==> src/rtl/dmem_access_unit.sv <==
// dmem_access_unit: single-request load/store initiator for a byte-addressed data memory.
// Revision 1.0 - initial release.
`default_nettype none

module dmem_access_unit #(
  parameter int WAIT_CYCLES = 0,
  parameter int ADDR_LIMIT  = 256
) (
  input  logic        clk,
  input  logic        rstn,
  input  logic        i_start,
  input  logic [2:0]  i_op,
  input  logic [31:0] i_addr,
  input  logic [31:0] i_wData,
  output logic        o_busy,
  output logic        o_done,
  output logic        o_err,
  output logic [1:0]  o_errCode,
  output logic [31:0] o_rData,
  output logic        o_DMem_dMemWe,
  output logic        o_DMem_sByte,
  output logic [31:0] o_DMem_addr,
  output logic [31:0] o_DMem_wData,
  input  logic [31:0] i_DMem_rData
);

  localparam logic [2:0] OP_LW  = 3'b000;
  localparam logic [2:0] OP_LB  = 3'b001;
  localparam logic [2:0] OP_LBU = 3'b010;
  localparam logic [2:0] OP_SW  = 3'b100;
  localparam logic [2:0] OP_SB  = 3'b101;

  localparam logic [1:0] ERR_NONE  = 2'd0;
  localparam logic [1:0] ERR_ALIGN = 2'd1;
  localparam logic [1:0] ERR_RANGE = 2'd2;
  localparam logic [1:0] ERR_OP    = 2'd3;

  typedef enum logic [1:0] {
    S_IDLE   = 2'd0,
    S_ACCESS = 2'd1,
    S_WAIT   = 2'd2,
    S_DONE   = 2'd3
  } state_t;

  state_t      state, state_nx;
  logic [2:0]  op_q;
  logic [31:0] addr_q;
  logic [31:0] wdata_q;
  logic [3:0]  cnt;
  logic        err_q;
  logic [1:0]  err_code_q;
  logic [31:0] rdata_q;

  // Request checking on the incoming (not yet latched) request.
  logic        req_legal;
  logic        req_word;
  logic        req_misaligned;
  logic [32:0] req_end;
  logic        req_oor;
  logic [1:0]  req_code;

  always_comb begin
    req_legal      = (i_op == OP_LW) || (i_op == OP_LB) || (i_op == OP_LBU) ||
                     (i_op == OP_SW) || (i_op == OP_SB);
    req_word       = (i_op == OP_LW) || (i_op == OP_SW);
    req_misaligned = req_word && (i_addr[1:0] != 2'b00);
    req_end        = {1'b0, i_addr} + (req_word ? 33'd4 : 33'd1);
    req_oor        = req_end > 33'(ADDR_LIMIT);
    if (!req_legal)          req_code = ERR_OP;
    else if (req_misaligned) req_code = ERR_ALIGN;
    else if (req_oor)        req_code = ERR_RANGE;
    else                     req_code = ERR_NONE;
  end

  logic        is_store;
  logic        is_byte;
  logic [31:0] load_ext;
  logic        capture;

  assign is_store = op_q[2];
  assign is_byte  = |op_q[1:0];

  always_comb begin
    case (op_q)
      OP_LB:   load_ext = {{24{i_DMem_rData[7]}}, i_DMem_rData[7:0]};
      OP_LBU:  load_ext = {24'd0, i_DMem_rData[7:0]};
      default: load_ext = i_DMem_rData;
    endcase
  end

  always_comb begin
    state_nx      = state;
    o_busy        = 1'b1;
    o_done        = 1'b0;
    o_DMem_dMemWe = 1'b0;
    o_DMem_sByte  = 1'b0;
    o_DMem_addr   = 32'd0;
    o_DMem_wData  = 32'd0;
    capture       = 1'b0;
    case (state)
      S_IDLE: begin
        o_busy = 1'b0;
        if (i_start) state_nx = (req_code != ERR_NONE) ? S_DONE : S_ACCESS;
      end
      S_ACCESS: begin
        o_DMem_sByte  = is_byte;
        o_DMem_addr   = addr_q;
        o_DMem_wData  = wdata_q;
        o_DMem_dMemWe = is_store;
        if (is_store) begin
          state_nx = S_DONE;
        end else if (WAIT_CYCLES == 0) begin
          capture  = 1'b1;
          state_nx = S_DONE;
        end else begin
          state_nx = S_WAIT;
        end
      end
      S_WAIT: begin
        o_DMem_sByte = is_byte;
        o_DMem_addr  = addr_q;
        o_DMem_wData = wdata_q;
        if (cnt == 4'd1) begin
          capture  = 1'b1;
          state_nx = S_DONE;
        end
      end
      S_DONE: begin
        o_done   = 1'b1;
        state_nx = S_IDLE;
      end
      default: state_nx = S_IDLE;
    endcase
  end

  always_ff @(posedge clk or negedge rstn) begin
    if (!rstn) begin
      state <= S_IDLE;
    end else begin
      state <= state_nx;
    end
  end

  always_ff @(posedge clk or negedge rstn) begin
    if (!rstn) begin
      op_q       <= 3'd0;
      addr_q     <= 32'd0;
      wdata_q    <= 32'd0;
      cnt        <= 4'd0;
      err_q      <= 1'b0;
      err_code_q <= 2'd0;
      rdata_q    <= 32'd0;
    end else begin
      if (state == S_IDLE && i_start) begin
        op_q       <= i_op;
        addr_q     <= i_addr;
        // Byte stores only ever present the low byte to the memory.
        wdata_q    <= (i_op == OP_SB) ? {24'd0, i_wData[7:0]} : i_wData;
        err_q      <= (req_code != ERR_NONE);
        err_code_q <= req_code;
      end
      if (state == S_ACCESS && !is_store) begin
        cnt <= 4'(WAIT_CYCLES);
      end else if (state == S_WAIT) begin
        cnt <= cnt - 4'd1;
      end
      if (capture) rdata_q <= load_ext;
    end
  end

  assign o_err     = err_q;
  assign o_errCode = err_code_q;
  assign o_rData   = rdata_q;

endmodule

`default_nettype wire

==> config.mk <==
export PLATFORM = sky130hd
export DESIGN_NAME = dmem_access_unit
export DESIGN_NICKNAME = d
export VERILOG_FILES = /design/src/rtl/dmem_access_unit.sv
export SDC_FILE = /design/constraint.sdc
export NUM_CORES = 1
export LEC_CHECK = 0
export CAP_MARGIN = 15
export CELL_PAD_IN_SITES_DETAIL_PLACEMENT = 0
export CELL_PAD_IN_SITES_GLOBAL_PLACEMENT = 1
export CORE_MARGIN = 5
export CORE_UTILIZATION = 33
export CTS_CLUSTER_SIZE = 30
export DETAILED_ROUTE_END_ITERATION = 8
export PLACE_DENSITY = 0.86
export SYNTH_ARGS = -nofsm -noshare
export SYNTH_HDL_FRONTEND = slang
export SYNTH_SLANG_ARGS = --single-unit
==> constraint.sdc <==
create_clock -name clk -period 2.5 [get_ports clk]
set_input_delay 0.5 -clock clk [delete_from_list [all_inputs] [get_ports clk]]
set_output_delay 0.5 -clock clk [all_outputs]
set_load 0.005 [all_outputs]
### After elaboration in Yosys (flattened, before gate mapping)

Index checks and enable logic that the tools add are counted.

| cells by class | value |
|---|---|
| add/sub/neg operators | 2 |
| magnitude comparators | 1 |
| eq/ne operators | 12 |
| mux-type cells | 21 |
| reduce and logical (&&, ||, !) cells | 17 |

Operators with widths:

| kind | count |
|---|---|
| $mux 32 | 3 |
| $pmux 32 s2 | 1 |
| $add 32x3->33 | 1 |
| $gt 33x9->1 const B | 1 |
| $mux 2 | 6 |
| $mux 4 | 2 |
| $pmux 2 s4 | 1 |
| $eq 3x1->1 const B | 2 |
| $eq 3x2->1 const B | 2 |
| $eq 3x3->1 const B | 2 |
| $mux 1 | 6 |
| $reduce_bool 2->1 | 3 |
| $logic_or 1x1->1 | 5 |
| $eq 2x2->1 const B | 2 |
| $eq 4x1->1 const B | 1 |
| $ne 2x2->1 const B | 2 |
| $reduce_or 2->1 | 2 |
| $sub 4x1->4 const B | 1 |
| $logic_and 1x1->1 | 3 |
| $logic_not 3->1 | 1 |
| $mux 3 | 1 |
| $eq 2x1->1 const B | 1 |
| $logic_not 2->1 | 1 |
| $pmux 1 s2 | 1 |
| 2 further kinds | 2 |

| storage, ports and cells | value |
|---|---|
| register bits | 108 |
| output and inout bits | 103 |
| word-level logic and storage cells | 61 |

### Logic depth before layout (Yosys ltp)

| logic depth | value |
|---|---|
| depth after elaboration | 12 |
| mapped depth | 11 |

### Least setup slack after synthesis

OpenSTA, ideal clock, no wires.

| path | value |
|---|---|
| path type | input to register |
| start | input port i_op[0] |
| end | register err_q (netlist: o_err) |
| setup time | 0.134 ns |
| arrival time | 2.549 ns |
| path slack | -0.183 ns |
| stages on the path | 11 |
| path buffers | 0 |
| cells stage by stage | nor2_1 -> inv_1 -> ha_1 -> ha_1 -> a21oi_1 -> or3_1 -> or3_1 -> o311ai_1 -> o2111ai_1 -> nor4_2 -> a31oi_1 |

| between the ends | value |
|---|---|
| longest elaborated chain between the ends | 9 |

RTL lines:

| element | RTL line | text |
|---|---|---|
| start, declared | 12 | `input logic [2:0] i_op,` |
| $eq 3x3->1 or $logic_not 3->1 (tied branches) | 64, 65, 63 |  |
| $logic_or 1x1->1 | 65 | `req_word = (i_op == OP_LW) \|\| (i_op == OP_SW);` |
| $mux 3 | 67 | `req_end = {1'b0, i_addr} + (req_word ? 33'd4 : 33'd1);` |
| $add 32x3->33 | 67 |  |
| $gt 33x9->1 | 68 | `req_oor = req_end > 33'(ADDR_LIMIT);` |
| $mux 2 | 71 | `else if (req_oor) req_code = ERR_RANGE;` |
| $mux 2 | 70 | `else if (req_misaligned) req_code = ERR_ALIGN;` |
| $mux 2 (*) | 69 | `if (!req_legal) req_code = ERR_OP;` |
| $reduce_bool 2->1 (*) | 159 | `err_q <= (req_code != ERR_NONE);` |
| end signal, assigned | 159 |  |
| end, declared | 50 | `logic err_q;` |

Mark *: on every way between the ends. The rest lies on a longest branch, timed or not.
A chain may end at the register's enable or synchronous reset.

### Final worst setup path

| path | value |
|---|---|
| start | input port i_op[1] |
| end | register state[1] |

| between the ends | value |
|---|---|
| longest elaborated chain between the ends | 12 |

RTL lines:

| element | RTL line | text |
|---|---|---|
| $eq 3x3->1 or $logic_not 3->1 (tied branches) | 64, 65, 63 |  |
| $logic_or 1x1->1 | 65 |  |
| $mux 3 | 67 |  |
| $add 32x3->33 | 67 |  |
| $gt 33x9->1 | 68 |  |
| $mux 2 | 71 |  |
| $mux 2 | 70 |  |
| $mux 2 (*) | 69 |  |
| $reduce_bool 2->1 (*) | 103 | `if (i_start) state_nx = (req_code != ERR_NONE) ? S_DONE : S_ACCESS;` |
| $mux 2 (*) (2 in a row) | 103 |  |
| $pmux 2 s4 (*) | 100 | `case (state)` |
| end signal, assigned | 140 | `state <= state_nx;` |
| end, declared | 45 | `state_t state, state_nx;` |

Mark *: on every way between the ends. The rest lies on a longest branch, timed or not. The select of a mux whose other input is x is not followed.

==> impl_results.md <==
- Post-DP HPWL: 13000 um
- Layout Area Growth over Synthesis: 66.4%
- Gpl congestion: 0.875
- Total Wirelength: 18300 um
- Worst Setup SP: i_op[1]
- First-pass GRT wire length: 28400 um
- CP arrival: 2.74 ns
- PwrDens: 1130 nW/um^2
- Largest stage delay, worst path: 0.30 ns
- I/O Pins: 205
- Clock buffer count from CTS: 9
- DRC: 0
- CTS tree: built
- Core ar.: 16400 um^2
- Reg2reg start: state[1]$_DFFE_PN0P_
- Router iterations before antenna repair: 6
- Fraction of the mapped netlist area in simple logic gates: 0.188
- Mapped Area: 5460 um^2
- Logic pwr share: 0.569
- WS Path Type: input port to register
- Antenna diodes: 0
- CTS Sinks: 108
- Htree depth: 3
- Post-synthesis async set-or-reset flop share: 1.00
- Largest family of logic cells by synthesized area: simple AND/OR/NAND/NOR gates
- Post-Syn Instances: 531
- Global router's overall resource usage: 0.179
- Status: finished with violations
- Fin crit period: 2.51 ns
- Via count: 5119
- Number of flops mapped to enable cells by yosys: 0
- Seq/Total Area, Yosys: 0.495
- Psw: 3.43 mW
- Die footprint: 19200 um^2
- Vias per cell: 5.00
- Sw Share: 0.334
- Post-Synth XOR/XNOR Area: 0.0112
- Mapped Nets: 643
- Post-synthesis mux area share: 0.0990
- Port Buffers: 204
- DR WL/cell: 17.9 um
- Depth of the most critical reg-to-reg path: 9
- Critical-path cell list: buf_8 > nor2_4 > inv_2 > ha_4 > buf_6 > and3_4 > mux2_4 > o32ai_2 > a32o_2 > o2111ai_2 > nor4_2 > buf_4 > a31oi_1
- Synth top area cells: dfrtp_1, mux2_2, and2_1
- Initial Utilization: 0.333
- Clock Power Share: 0.133
- Post-route ant nets: 0
- CTS root buf: clkbuf_16
- Setup ws final: -0.0109 ns
- Failing checks: setup timing
- Num rows: 47
- Worst Hold Class: input port to asynchronous set/reset pin
- Leading area contributor after synthesis: dfrtp_1
- # setup viols final: 2
- CTS Buffer Depth: 2
- Hold Fails Final Rpt: 0
- Worst skew pair latency: 0.35 ns
- RSZ-0062 raised after global routing: yes
- Pre-CTS WS: -0.936 ns
- Final setup TNS: -0.0128 ns
- Fin nets: 911
- Internal: 6.84 mW
- Post-synthesis adder-cell area fraction: 0.0229
- Vias in the first global route: 5260
- Fraction of power consumed by sequential logic: 0.297
- Grt total ovfl: 0
- CTS Hold Bufs: 0
- Post-synth top area share: 0.495
- Initial antenna violation count: 0
- CP required: 2.73 ns
- Mapped Avg Cell Area: 10.3 um^2
- Dominant synthesized flop cell: dfrtp_1
- Overall die height: 139 um
- Crit path capture type: register
- Peak VDD IR: 577 uV
- Distinct cell type count after synthesis: 50
- Static Leak: 4.64 nW
- CP max FO: 3
- Detailed router's first-iteration violation count: 292
- Worst path slowest cell: mux2_4
- Synthesized flop and latch total: 108
- Post-synthesis compound-gate area fraction: 0.152
- Clock skew: 0.00640 ns
- Maximum clock frequency: 398 MHz
- Startpoint types: input port
- Layout cells sized above 1: 0.240
- Fin. max-slew vios: 0
- Die X: 139 um
- Tcrit/Tclk final: 1.00
- Yosys warns: 0
- Relative slew margins: 0.454
- Largest net degree at the start of global routing: 59
- Worst-path clk slew: 0.08 ns
- Slew at the pin with the worst max-slew slack: 0.818 ns
- Max Cap Violations: 0
-- cells by family (layout without fill, tap and decap cells) --
kind of cell,Yosys count,in the layout
compound gates,131,131
xor+xnor,7,7
fa+ha+maj,10,10
buf+inv,45,317
flops,108,108
mux,48,48
simple gates,182,182
-- per-stage QoR --
stage / hold WS [ns] / utilization / area [um^2] / power [mW] / cells
floorplan: 0.204 / - / 5520 / 5.25 / 531
global placement: 0.407 / 0.506 / 8310 / 8.03 / 990
detailed placement: 0.411 / 0.506 / 8310 / 8.20 / 990
CTS: 0.0202 / 0.531 / 8710 / 9.84 / 1010
global route: 0.0377 / 0.553 / 9080 / 11.0 / 1023
finish: 0.0267 / 0.553 / 9080 / 10.3 / 1023
-- what timing repair did --
action	CTS	global route
pin swaps	16	4
setup endpoints to repair	68	66
gates resized for setup	49	72
gates cloned	1	4
setup buffers	4	10
-- flip-flops by register name (all words and copies together) (netlist names) --
signal     cells
o_err          1
state          2
wdata_q       32
op_q           3
o_rData       32
cnt            4
addr_q        32
o_errCode      2
-- critical path, delay by kind of cell --
| kind | cells | cell delay, ns |
|---|---|---|
| compound gates | 4 | 0.64 |
| fa+ha+maj | 1 | 0.18 |
| buf+inv | 4 | 0.46 |
| mux | 1 | 0.30 |
| simple gates | 3 | 0.67 |
-- power by group through the flow --
stage	clock network (mW)	logic, mW	registers [mW]
2_1_floorplan	0	2.28	2.97
3_3_place_gp	0	4.99	3.05
3_5_place_dp	0	5.10	3.10
4_1_cts	1.41	5.38	3.05
5_1_grt	1.48	6.36	3.16
6_report	1.37	5.85	3.06
-- Yosys cell counts (all sizes together), types with 5 or more instances --
cell / count
and2: 67
a22o: 24
a21oi: 34
nor3: 8
nand4: 10
mux2: 48
clkbuf: 30
o21ai: 44
or3: 5
dfrtp: 108
a31oi: 6
ha: 10
nand2: 42
nor2: 14
nand3: 11
nor4: 5
xor2: 5
inv: 13
nand2b: 6
-- path summary, 6_finish.rpt --
kind                                           end  slack (ns)
hold reg to reg             addr_q[26]$_DFFE_PN0P_        0.47
hold / removal             wdata_q[14]$_DFFE_PN0P_        0.03
min in group clk             addr_q[2]$_DFFE_PN0P_        0.46
setup reg to reg           o_rData[26]$_DFFE_PN0P_        0.33
setup / recovery              state[1]$_DFFE_PN0P_       -0.01
max in group asynchronous    addr_q[6]$_DFFE_PN0P_        1.75
-- cell type report --
cell class | instances | area, um^2
Clock inverter | 6 | 50.0
Fill cell | 1375 | 7330
Sequential cell | 108 | 2700
Tap cell | 220 | 275
Inverter | 13 | 48.8
Multi-Input combinational cell | 378 | 2810
Timing Repair Buffer | 289 | 2970
Clock buffer | 9 | 225
-- placed cells by master, fill, tap and decap left out, drive strengths merged, types with 11 or more instances in the layout --
| master | count |
|---|---|
| mux2 | 48 |
| clkbuf | 14 |
| dfrtp | 108 |
| inv | 15 |
| nand3 | 11 |
| buf | 85 |
| clkdlybuf4s50 | 128 |
| and2 | 67 |
| a21oi | 34 |
| nand2 | 42 |
| o21ai | 44 |
| dlymetal6s2s | 54 |
| dlygate4sd2 | 17 |
| nor2 | 14 |
| a22o | 24 |
-- metal layers --
| metal | track usage | part of all wire | vias to the layer above |
|---|---|---|---|
| met5 | 0 | 0 | - |
| met4 | 0.0422 | 0.0088 | 0 |
| met3 | 0.0503 | 0.058 | 17 |
| met2 | 0.298 | 0.49 | 174 |
| met1 | 0.234 | 0.44 | 2501 |
| li1 | - | - | 2427 |
Power figures use the tool's default switching activity.
